--- src/rtl/game_controller.sv ---
// Control FSM for the sequence-memory game: sequences the datapath through setup,
// a timed pause, FPGA playback, user entry and checking, and latches the outcome.
module game_controller #(
    parameter int ROUND_GAP = 25000000,
    parameter int GAP_W     = 25
) (
    input  logic       clock_50,
    input  logic       reset,
    input  logic       enter,
    input  logic       end_fpga,
    input  logic       end_user,
    input  logic       end_time,
    input  logic       win,
    input  logic       match,
    output logic       r1,
    output logic       r2,
    output logic       e1,
    output logic       e2,
    output logic       e3,
    output logic       e4,
    output logic       sel,
    output logic       won,
    output logic [3:0] state_dbg
);

    typedef enum logic [3:0] {
        ST_INIT   = 4'd0,
        ST_SETUP  = 4'd1,
        ST_PREP   = 4'd2,
        ST_GAP    = 4'd3,
        ST_SEQ    = 4'd4,
        ST_PLAY   = 4'd5,
        ST_CHECK  = 4'd6,
        ST_NEXT   = 4'd7,
        ST_RESULT = 4'd8
    } state_t;

    localparam logic [GAP_W-1:0] GAP_LAST = GAP_W'(ROUND_GAP - 1);

    state_t           state_q, state_d;
    logic [GAP_W-1:0] gap_cnt_q, gap_cnt_d;
    logic             won_q, won_d;
    logic             enter_q, enter_d;
    logic             enter_pulse;

    assign enter_pulse = enter & ~enter_q;

    always_ff @(posedge clock_50) begin
        if (!reset) begin
            state_q   <= ST_INIT;
            gap_cnt_q <= '0;
            won_q     <= 1'b0;
            enter_q   <= 1'b0;
        end else begin
            state_q   <= state_d;
            gap_cnt_q <= gap_cnt_d;
            won_q     <= won_d;
            enter_q   <= enter_d;
        end
    end

    always_comb begin
        state_d   = state_q;
        gap_cnt_d = gap_cnt_q;
        won_d     = won_q;
        enter_d   = enter;
        case (state_q)
            ST_INIT: begin
                state_d   = ST_SETUP;
                gap_cnt_d = '0;
                won_d     = 1'b0;
            end
            ST_SETUP: begin
                if (enter_pulse) state_d = ST_PREP;
            end
            ST_PREP: begin
                gap_cnt_d = '0;
                state_d   = ST_GAP;
            end
            ST_GAP: begin
                // The counter is reloaded in PREP, so it never needs to wrap.
                if (gap_cnt_q == GAP_LAST) state_d = ST_SEQ;
                else                       gap_cnt_d = gap_cnt_q + 1'b1;
            end
            ST_SEQ: begin
                if (end_fpga) state_d = ST_PLAY;
            end
            ST_PLAY: begin
                // A finished entry wins over a simultaneous timeout.
                if (end_user) begin
                    state_d = ST_CHECK;
                end else if (end_time) begin
                    state_d = ST_RESULT;
                    won_d   = 1'b0;
                end
            end
            ST_CHECK: begin
                if (!match) begin
                    state_d = ST_RESULT;
                    won_d   = 1'b0;
                end else if (win) begin
                    state_d = ST_RESULT;
                    won_d   = 1'b1;
                end else begin
                    state_d = ST_NEXT;
                end
            end
            ST_NEXT: begin
                state_d = ST_PREP;
            end
            ST_RESULT: begin
                if (enter_pulse) begin
                    state_d = ST_INIT;
                    won_d   = 1'b0;
                end
            end
            default: begin
                state_d   = ST_INIT;
                gap_cnt_d = '0;
                won_d     = 1'b0;
            end
        endcase
    end

    always_comb begin
        r1  = 1'b0;
        r2  = 1'b0;
        e1  = 1'b0;
        e2  = 1'b0;
        e3  = 1'b0;
        e4  = 1'b0;
        sel = 1'b0;
        case (state_q)
            ST_INIT: begin
                r1 = 1'b1;
                r2 = 1'b1;
            end
            ST_SETUP:  e1  = 1'b1;
            ST_PREP:   r2  = 1'b1;
            ST_GAP:    ;
            ST_SEQ:    e3  = 1'b1;
            ST_PLAY:   e2  = 1'b1;
            ST_CHECK:  ;
            ST_NEXT:   e4  = 1'b1;
            ST_RESULT: sel = 1'b1;
            default: begin
                r1 = 1'b1;
                r2 = 1'b1;
            end
        endcase
    end

    assign won       = won_q;
    assign state_dbg = state_q;

    a_enables_onehot0: assert property (@(posedge clock_50) disable iff (!reset)
        $onehot0({e1, e2, e3, e4}));
    a_r2_excl: assert property (@(posedge clock_50) disable iff (!reset)
        !(r2 && (e2 || e3)));

endmodule

--- config.mk ---
export PLATFORM = sky130hd
export DESIGN_NAME = game_controller
export DESIGN_NICKNAME = d
export VERILOG_FILES = /design/src/rtl/game_controller.sv
export SDC_FILE = /design/constraint.sdc
export NUM_CORES = 1
export LEC_CHECK = 0
export ABC_CLOCK_PERIOD_IN_PS = 2000
export CORE_MARGIN = 10
export CORE_UTILIZATION = 43
export DETAILED_ROUTE_END_ITERATION = 8
export GPL_ROUTABILITY_DRIVEN = 0
export PLACE_DENSITY = 0.65
export SKIP_LAST_GASP = 1
export SLEW_MARGIN = 20
export SYNTH_ARGS = -nofsm -noshare
export SYNTH_HDL_FRONTEND = slang
export SYNTH_SLANG_ARGS = --single-unit
--- constraint.sdc ---
create_clock -name clock_50 -period 2 [get_ports clock_50]
set_input_delay 0.5 -clock clock_50 [delete_from_list [all_inputs] [get_ports clock_50]]
set_output_delay 0.5 -clock clock_50 [all_outputs]
set_load 0.05 [all_outputs]
==> impl_metrics.toml <==
[synthesis]
netlist_instances = 234
ys_async_sr_fraction_pct = 0
synthAdderAreaFrac_pct = 0.661
synth-simple-area-share_pct = 37.1
synth_top_family_by_area = "simple AND/OR/NAND/NOR gates"
synth_compound_area_share_pct = 14.9
synth-main-ff-cell = "dfxtp_1"
syn_avg_cell_area_um2 = 8.09
syn-cell-area_um2 = 1890
synth_xor_area_share_pct = 4.63
synth_edf_count = 0
synth_nets = 243
yosys_register_bits = 31
synth.area.mux_share_pct = 3.17
ys_types = 49
ys_seq_area_share_pct = 32.8
yosysWarnings = 0

[critical_path]
cp-end-kind = "output port"
startpoint = "state_dbg[0]$_SDFFE_PN0P_"
cp_num_cells = 3
path_delay_family = "simple AND/OR/NAND/NOR gates"
cp_cell_sequence = "or4b_4, o21a_4, buf_6"
cp_max_fo = 5
critPathLaunchType = "register"
crit_buf_inv = 1
crit_end = "r2"
cpPeakStageDelay_ps = 550
rrSetupSlack_ps = 40
slowest_stage = "or4b_4"
worst_ep_arrival_time_ps = 1500
regToRegEndpoint = "gap_cnt_q[11]$_SDFFE_PN0P_"
timing.rr.start = "gap_cnt_q[8]$_SDFFE_PN0P_"
worstPathRequired_ps = 1500
worstSetupPathType = "reg2out"
r2r_cells = 4

[power_and_ir_drop]
finalPower_mw = 3.00
p_leak_nw = 0.896
max-vdd-ir-drop_mv = 1.44
p_per_area_nw_per_um2 = 1160

[clock_network]
tritoncts = "built"
htree_levels = 2
clock_path_buffers = 2
numClockSinks = 31
cts_buffers = 5
cts_root_buf = "clkbuf_8"
clock_latency_ps = 290
path_clk_slew_ps = 60

[drt]
drc = 0
vias_per_cell = 5.72
vias = 1881
met3_wirelength_um = 189
routedWlPerCell_um = 15.1
ant_nets = 0
wl_um = 4980
drt_iter0_markers = 71
highest_layer = "met4"
wl_met2_um = 2490
dr.pass1.iters = 4
drt-met1-wl_um = 2220

[die]
die-width_um = 86.4
dieArea_um2 = 7460
die_h_um = 86.4
core_um2 = 4290
num_rows = 24
pin_count = 20
start_util_pct = 44.1

[timing]
rsz0062_at_grt = "yes"
finalWorstSetupSlack_ps = 1.21
tightest_slew_ps = 429
setup_violations = 0
slew_headroom_pct = 71.4
period_share_pct = 99.9
hold_ws_ps = 466
finalWorstPathRequiredPeriod_ps = 2000
fmax_mhz = 500
hold_viol = 0
skew_ps = 3.78
slew_violations = 0
tns_ps = 0

[final_layout]
fill_cells = 391
area_growth_pct = 36.9
final_nets = 285
layout-drive-gt1-share_pct = 31.8
final_util_pct = 60.3
antenna_cells = 0

[run_status]
status = "completed"

[place]
post-place-ws_ps = 15.3
dp_hpwl_um = 3450
numPortBuffers = 19

[global_route]
gr-total-overflow = 0
grt_max_degree = 26
first_global_vias = 1768
gr-usage-all-layers_pct = 13.3
antenna_found_initial = 0
grt_pass1_wl_um = 8220

[worst_hold_path]
hp-class = "reg2reg"

[job]
drv_cap = 0
## registers in the layout, summed over array words and instances, names as in the netlist
name       cells
enter_q        1
state_dbg      4
won            1
gap_cnt_q     25
## timing repair
item                       4_1_cts  5_1_grt
hold buffers                     0        0
pin swaps                        3       12
setup buffers                    2        2
gates resized for setup          4       23
setup endpoints to repair        7       25
## stage by stage
stage | instance area, um^2 | cells
after global placement | 2350 | 317
after detailed placement | 2350 | 317
after CTS | 2480 | 327
after global routing | 2590 | 329
final | 2590 | 329
after floorplan | 1930 | 234
## per-layer routing
| metal | global-route usage [%] | up-vias |
|---|---|---|
| li1 | - | 944 |
| met1 | 16.9 | 886 |
| met2 | 20.8 | 44 |
| met3 | 3.28 | 7 |
| met4 | 5.74 | 0 |
| met5 | 0 | - |
## worst min path at each step
stage          cells after the start                          to  slack [ps]                  startpoint
2_1_floorplan                      2  gap_cnt_q[14]$_SDFFE_PN0P_         440  gap_cnt_q[14]$_SDFFE_PN0P_
5_1_grt                            2  gap_cnt_q[14]$_SDFFE_PN0P_         500  gap_cnt_q[14]$_SDFFE_PN0P_
3_3_place_gp                       2  gap_cnt_q[14]$_SDFFE_PN0P_         460  gap_cnt_q[14]$_SDFFE_PN0P_
6_report                           2  gap_cnt_q[14]$_SDFFE_PN0P_         470  gap_cnt_q[14]$_SDFFE_PN0P_
3_5_place_dp                       2  gap_cnt_q[14]$_SDFFE_PN0P_         460  gap_cnt_q[14]$_SDFFE_PN0P_
4_1_cts                            2  gap_cnt_q[14]$_SDFFE_PN0P_         470  gap_cnt_q[14]$_SDFFE_PN0P_
## report_power, final
group          total, mW  leakage, nW  switching [mW]  internal, mW
Combinational       1.75        0.591            1.04         0.703
Clock              0.548       0.0515           0.234         0.314
Sequential         0.708        0.253          0.0446         0.664
Total               3.00        0.896            1.32          1.68
## worst min-delay path, stage by stage, from the launching register on
cell     delay (ps)
dfxtp_1         320
nand2_1          50
mux2i_1          50
## cells in the mapped netlist (3+ instances only)
cell | count | area, um^2
clkbuf_1 | 7 | 26.3
nand2_1 | 19 | 71.3
inv_1 | 7 | 26.3
a31oi_1 | 3 | 18.8
nand3_1 | 10 | 50.1
or4b_1 | 3 | 30.0
and3_1 | 3 | 18.8
nor2_1 | 18 | 67.6
or2_2 | 3 | 18.8
mux2i_1 | 6 | 60.1
o31ai_1 | 9 | 67.6
and4_1 | 4 | 35.0
xnor2_1 | 9 | 78.8
dfxtp_1 | 31 | 621
nand4_1 | 8 | 50.1
and2_1 | 4 | 25.0
nor3b_1 | 4 | 30.0
nor4_1 | 10 | 62.6
a21oi_1 | 12 | 60.1
buf_2 | 4 | 20.0
nand2b_1 | 10 | 62.6
nor2b_1 | 3 | 18.8
o21ai_0 | 4 | 20.0
or4_1 | 11 | 82.6
nor3_1 | 4 | 20.0
## layout make-up
cell class              count  area, um^2  area share, %
clock buffers               8         100           3.86
inverters                   7        26.3           1.01
multi-input cells         181        1280           49.4
flip-flops and latches     31         632           24.4
well taps                  52        65.1           2.51
repair buffers             50         488           18.8
## cells by family after synthesis
kind of cell,after synthesis
XOR/XNOR,10
multiplexers,6
flip-flops,31
buffers and inverters,22
AO/OA/AOI/OAI,43
adder cells (fa/ha/maj),1
AND/OR/NAND/NOR,121
## placed cells by master, fill, tap and decap left out, types with 5 or more instances in the layout
cell             instances
a21oi_1                  9
nand3_1                 10
clkbuf_8                 7
dfxtp_1                 26
buf_4                   34
o31ai_1                  9
xnor2_1                  9
nand2b_1                10
buf_12                   7
or4_1                    8
nor4_2                   5
nand2_1                 19
inv_1                    7
nor4_1                   5
nand4_1                  8
clkdlybuf4s50_1          7
mux2i_1                  6
nor2_1                  15
Note: power is estimated with default switching activity, not from simulation.
